### config.mk
export PLATFORM = sky130hd
export DESIGN_NAME = mix_columns_seq
export DESIGN_NICKNAME = d
export VERILOG_FILES = /design/src/rtl/aes_pkg.sv /design/src/rtl/mix_col_word.sv /design/src/rtl/mix_columns_seq.sv
export SDC_FILE = /design/constraint.sdc
export NUM_CORES = 1
export LEC_CHECK = 0
export CORE_MARGIN = 3
export CORE_UTILIZATION = 53
export DETAILED_ROUTE_END_ITERATION = 8
export MAX_ROUTING_LAYER = met4
export PLACE_DENSITY_LB_ADDON = 0.12
export SLEW_MARGIN = 15
export SYNTH_ARGS = -nofsm -noshare
export SYNTH_HDL_FRONTEND = slang
export SYNTH_SLANG_ARGS = --single-unit
export TNS_END_PERCENT = 50
### constraint.sdc
create_clock -name clk -period 7.1 [get_ports clk]
set_input_delay 1.065 -clock clk [delete_from_list [all_inputs] [get_ports clk]]
set_output_delay 1.065 -clock clk [all_outputs]
set_load 0.005 [all_outputs]
### src/rtl/aes_pkg.sv
// Shared AES constants, FSM state type and GF(2^8) helpers for the round datapath.
// Coefficient words list the row-0 coefficients, most-significant byte first.
package aes_pkg;

    localparam logic [7:0]  AES_POLY  = 8'h1B;
    localparam logic [31:0] FWD_COEFS = 32'h02030101;
    localparam logic [31:0] INV_COEFS = 32'h0E0B0D09;

    typedef enum logic [1:0] {
        IDLE,
        CALC,
        DONE
    } mc_state_t;

    function automatic logic [7:0] xtime(input logic [7:0] a);
        return {a[6:0], 1'b0} ^ (a[7] ? AES_POLY : 8'h00);
    endfunction

    // Constant multiply as an XOR of the xtime chain a, 2a, 4a, 8a, ...
    function automatic logic [7:0] gf_mul(input logic [7:0] a, input logic [7:0] k);
        logic [7:0] p;
        logic [7:0] m;
        p = '0;
        m = a;
        for (int unsigned i = 0; i < 8; i++) begin
            if (k[i]) p = p ^ m;
            m = xtime(m);
        end
        return p;
    endfunction

endpackage

### src/rtl/mix_col_word.sv
// Combinational MixColumns / InvMixColumns of one 32-bit column (row 0 in bits [31:24]).
module mix_col_word
    import aes_pkg::*;
(
    input  logic [31:0] col_in,
    input  logic        inv,
    output logic [31:0] col_out
);

    logic [31:0] coefs;
    logic [7:0]  a [4];

    always_comb begin
        coefs = inv ? INV_COEFS : FWD_COEFS;
        for (int unsigned r = 0; r < 4; r++) begin
            a[r] = col_in[31 - 8*r -: 8];
        end
        col_out = '0;
        // Each row uses the same coefficient row rotated by the row index.
        for (int unsigned r = 0; r < 4; r++) begin
            col_out[31 - 8*r -: 8] = gf_mul(a[2'(r)],     coefs[31:24])
                                   ^ gf_mul(a[2'(r + 1)], coefs[23:16])
                                   ^ gf_mul(a[2'(r + 2)], coefs[15:8])
                                   ^ gf_mul(a[2'(r + 3)], coefs[7:0]);
        end
    end

endmodule

### src/rtl/mix_columns_seq.sv
// Iterative MixColumns stage: captures a 128-bit state, transforms one column per cycle,
// then holds the result until the downstream handshake completes.
module mix_columns_seq
    import aes_pkg::*;
(
    input  logic         clk,
    input  logic         rst_n,
    input  logic         in_valid,
    output logic         in_ready,
    input  logic [127:0] in_state,
    input  logic         in_inv,
    output logic         out_valid,
    input  logic         out_ready,
    output logic [127:0] out_state
);

    mc_state_t    state_q, state_d;
    logic [1:0]   col_q;
    logic         inv_q;
    logic [127:0] data_q;
    logic [31:0]  col_sel;
    logic [31:0]  col_new;

    always_comb begin
        col_sel = '0;
        unique case (col_q)
            2'd0: col_sel = data_q[127:96];
            2'd1: col_sel = data_q[95:64];
            2'd2: col_sel = data_q[63:32];
            2'd3: col_sel = data_q[31:0];
        endcase
    end

    mix_col_word u_mix_col_word (
        .col_in  (col_sel),
        .inv     (inv_q),
        .col_out (col_new)
    );

    always_comb begin
        state_d   = state_q;
        in_ready  = 1'b0;
        out_valid = 1'b0;
        unique case (state_q)
            IDLE: begin
                in_ready = 1'b1;
                if (in_valid) state_d = CALC;
            end
            CALC: begin
                if (col_q == 2'd3) state_d = DONE;
            end
            DONE: begin
                out_valid = 1'b1;
                if (out_ready) state_d = IDLE;
            end
            default: state_d = IDLE;
        endcase
    end

    always_ff @(posedge clk or negedge rst_n) begin
        if (!rst_n) begin
            state_q <= IDLE;
            col_q   <= '0;
            inv_q   <= 1'b0;
            data_q  <= '0;
        end else begin
            state_q <= state_d;
            if (state_q == IDLE && in_valid) begin
                data_q <= in_state;
                inv_q  <= in_inv;
                col_q  <= '0;
            end else if (state_q == CALC) begin
                unique case (col_q)
                    2'd0: data_q[127:96] <= col_new;
                    2'd1: data_q[95:64]  <= col_new;
                    2'd2: data_q[63:32]  <= col_new;
                    2'd3: data_q[31:0]   <= col_new;
                endcase
                col_q <= col_q + 2'd1;
            end
        end
    end

    assign out_state = data_q;

endmodule

==> impl_metrics.json <==
{
  "crit_chain": "inv_1 > ha_1 > a222oi_1 > xor2_1 > a21oi_1 > xnor3_1 > nand2b_1 > xnor2_1 > xnor3_1 > o21ai_0 > nand2_1",
  "synth_mux_area_frac": 0.0134,
  "rsz0062_at_grt": "no",
  "numCtsBuffers": 17,
  "start_kind": "flop",
  "area_growth_pct": 35.4,
  "rr_endpoint": "out_state[99]",
  "gp_congestion": 1.07,
  "grt_pass1_wl_um": 50800,
  "synth_xor_area_frac": 0.240,
  "ys_async_sr_fraction": 1.00,
  "status": "finished clean",
  "dieArea_mm2": 0.0194,
  "fmax_ghz": 0.211,
  "start_util": 0.542,
  "core_area_mm2": 0.0174,
  "r2r_slack_ns": 2.35,
  "yosys.area_share.simple": 0.113,
  "grt_usage": 0.343,
  "port_buffers": 262,
  "synth-edff-count": 0,
  "pin_count": 263,
  "skew_ns": 0.0110,
  "post_cts_buffers": 0,
  "rows": 48,
  "setup_violations": 0,
  "vias": 9209,
  "drc": 0,
  "ys_seq_area_frac": 0.354,
  "critPathBufInv": 1,
  "critPathKind": "flop to flop",
  "r2r-start": "col_q[0]",
  "hold_start": "state_q[1]",
  "synthAdderAreaFrac": 0.00665,
  "cts_hold_buf": 0,
  "path_delay_family": "compound AO/OA/AOI/OAI gates",
  "wl_per_cell_um": 21.8,
  "synth_warnings": 0,
  "die_h_um": 139,
  "holdPathStages": 1,
  "hold_class": "flop to flop",
  "grt_max_degree": 109,
  "cts_num_sinks": 133,
  "synth_area_mm2": 0.00940,
  "reg2reg_depth": 11,
  "slew_headroom": 0.0972,
  "holdPathEnd": "state_q[0]",
  "utilization": 0.733,
  "cp_common_cell": "xnor3_1",
  "antenna_found_initial": 1,
  "worstSetupPathDepth": 11,
  "period_needed_ns": 4.75,
  "maxSlewViolCount": 0,
  "drt_iter0_markers": 981,
  "clockBufferDepth": 2,
  "layout.nets": 1414,
  "setup_tns_ns": 0,
  "wl_um": 33000,
  "synthFlopType": "dfrtp_1",
  "clk_latency_ns": 0.43,
  "drive_gt1_frac": 0.0481,
  "grt_pass1_vias": 8797,
  "hold_violations": 0,
  "place_area_mm2": 0.0121,
  "dp.final_hpwl_um": 23800,
  "cp_max_fo": 13,
  "ctsHtreeMaxLevel": 4,
  "cts-resized-gates": 0,
  "maxCapViolCount": 0,
  "synth_cell_types": 45,
  "tightest_slew_ns": 1.35,
  "synth_nets": 1192,
  "via_per_inst": 6.08,
  "most-common-layout-cells": "clkdlybuf4s50_1 (261), xnor2_1 (152), dfrtp_1 (133)",
  "synth-compound-area-share": 0.232,
  "synth_cells": 1054,
  "critPathSlowestCell": "a222oi_1",
  "fin_area_mm2": 0.0127,
  "layout_commonest_cell": "clkdlybuf4s50_1",
  "ys_seq_elements": 133,
  "cts_tree": "yes",
  "root_buffer": "clkbuf_16",
  "synth_top_family_by_area": "XOR/XNOR gates",
  "cp_slowest_stage_delay_ns": 1.19,
  "syn_avg_cell_area_um2": 8.92,
  "clk_pin_slew_worst_paths_ns": 0.06,
  "first_pass_iters": 8,
  "arrival_ns": 5.07,
  "timing.critical_path.to_type": "flop",
  "period_share": 0.669,
  "crit_required_ns": 7.42,
  "grt_overflow": 0,
  "fp.dieW_um": 139,
  "fill_cells": 1348,
  "whs_ns": 0.519,
  "detail-route-antenna-nets": 0
}
final cells by class:
class | count | area (um2) | share of cell area
multi-input cells | 832 | 5710 | 0.448
clock inverters | 12 | 154 | 0.0121
well taps | 225 | 282 | 0.0221
repair buffers | 279 | 2750 | 0.216
clock buffers | 20 | 457 | 0.0359
diodes | 1 | 2.50 | 0.000197
inverters | 13 | 48.8 | 0.00383
flip-flops and latches | 133 | 3330 | 0.261
layer usage:
metal / track usage / share of wire
met1: 0.466 / 0.40
met2: 0.524 / 0.46
met3: 0.0676 / 0.11
met4: 0.105 / 0.023
met5: - / 0
kinds of logic (layout without fill, tap and decap cells):
family	Yosys count	count (layout)
fa+ha+maj	5	5
other cells	0	1
xor+xnor	225	225
buf+inv	89	324
flops	133	133
compound gates	340	340
simple gates	250	250
mux	12	12
cell usage after synthesis (13+ instances only):
library cell | count | area [um2]
nand2_1 | 121 | 454
a31oi_1 | 16 | 100
a21oi_1 | 62 | 310
xnor2_1 | 152 | 1330
o211ai_1 | 16 | 120
a222oi_1 | 32 | 320
xor2_1 | 51 | 447
dfrtp_1 | 133 | 3330
o21a_1 | 33 | 248
nor2_1 | 79 | 297
o21ai_1 | 13 | 65.1
buf_2 | 16 | 80.1
o21ai_0 | 101 | 505
clkbuf_1 | 53 | 199
a22oi_1 | 44 | 330
nor2b_1 | 19 | 119
xnor3_1 | 15 | 338
per-stage QoR:
| step | cells | setup WS [ns] |
|---|---|---|
| after floorplan | 1054 | 3.63 |
| after global placement | 1482 | 2.63 |
| after detailed placement | 1482 | 2.54 |
| after CTS | 1514 | 2.52 |
| after global routing | 1515 | 2.22 |
| final | 1515 | 2.35 |
worst register-to-register path: stages (launching register included):
cell	delay, ns
dfrtp_1	0.40
inv_1	0.11
ha_1	0.41
a222oi_1	1.19
xor2_1	0.16
a21oi_1	0.66
xnor3_1	0.51
nand2b_1	0.19
xnor2_1	0.23
xnor3_1	0.52
o21ai_0	0.20
nand2_1	0.07
state kept, by name, summed over array words and instances (netlist names):
signal,flops
out_state,128
col_q,2
state_q,2
inv_q,1
how the worst max path moves through the flow:
stage                     startpoint            end  slack, ns
final                       col_q[0]  out_state[99]       2.35
after global routing        col_q[0]  out_state[99]       2.22
after CTS                   col_q[0]  out_state[99]       2.52
after detailed placement    col_q[0]  out_state[99]       2.54
after global placement      col_q[0]  out_state[99]       2.63
after floorplan             col_q[0]  out_state[99]       3.63
Power is not shown: default switching activity piles up to over one toggle a cycle in this logic, so the estimate is an artifact.
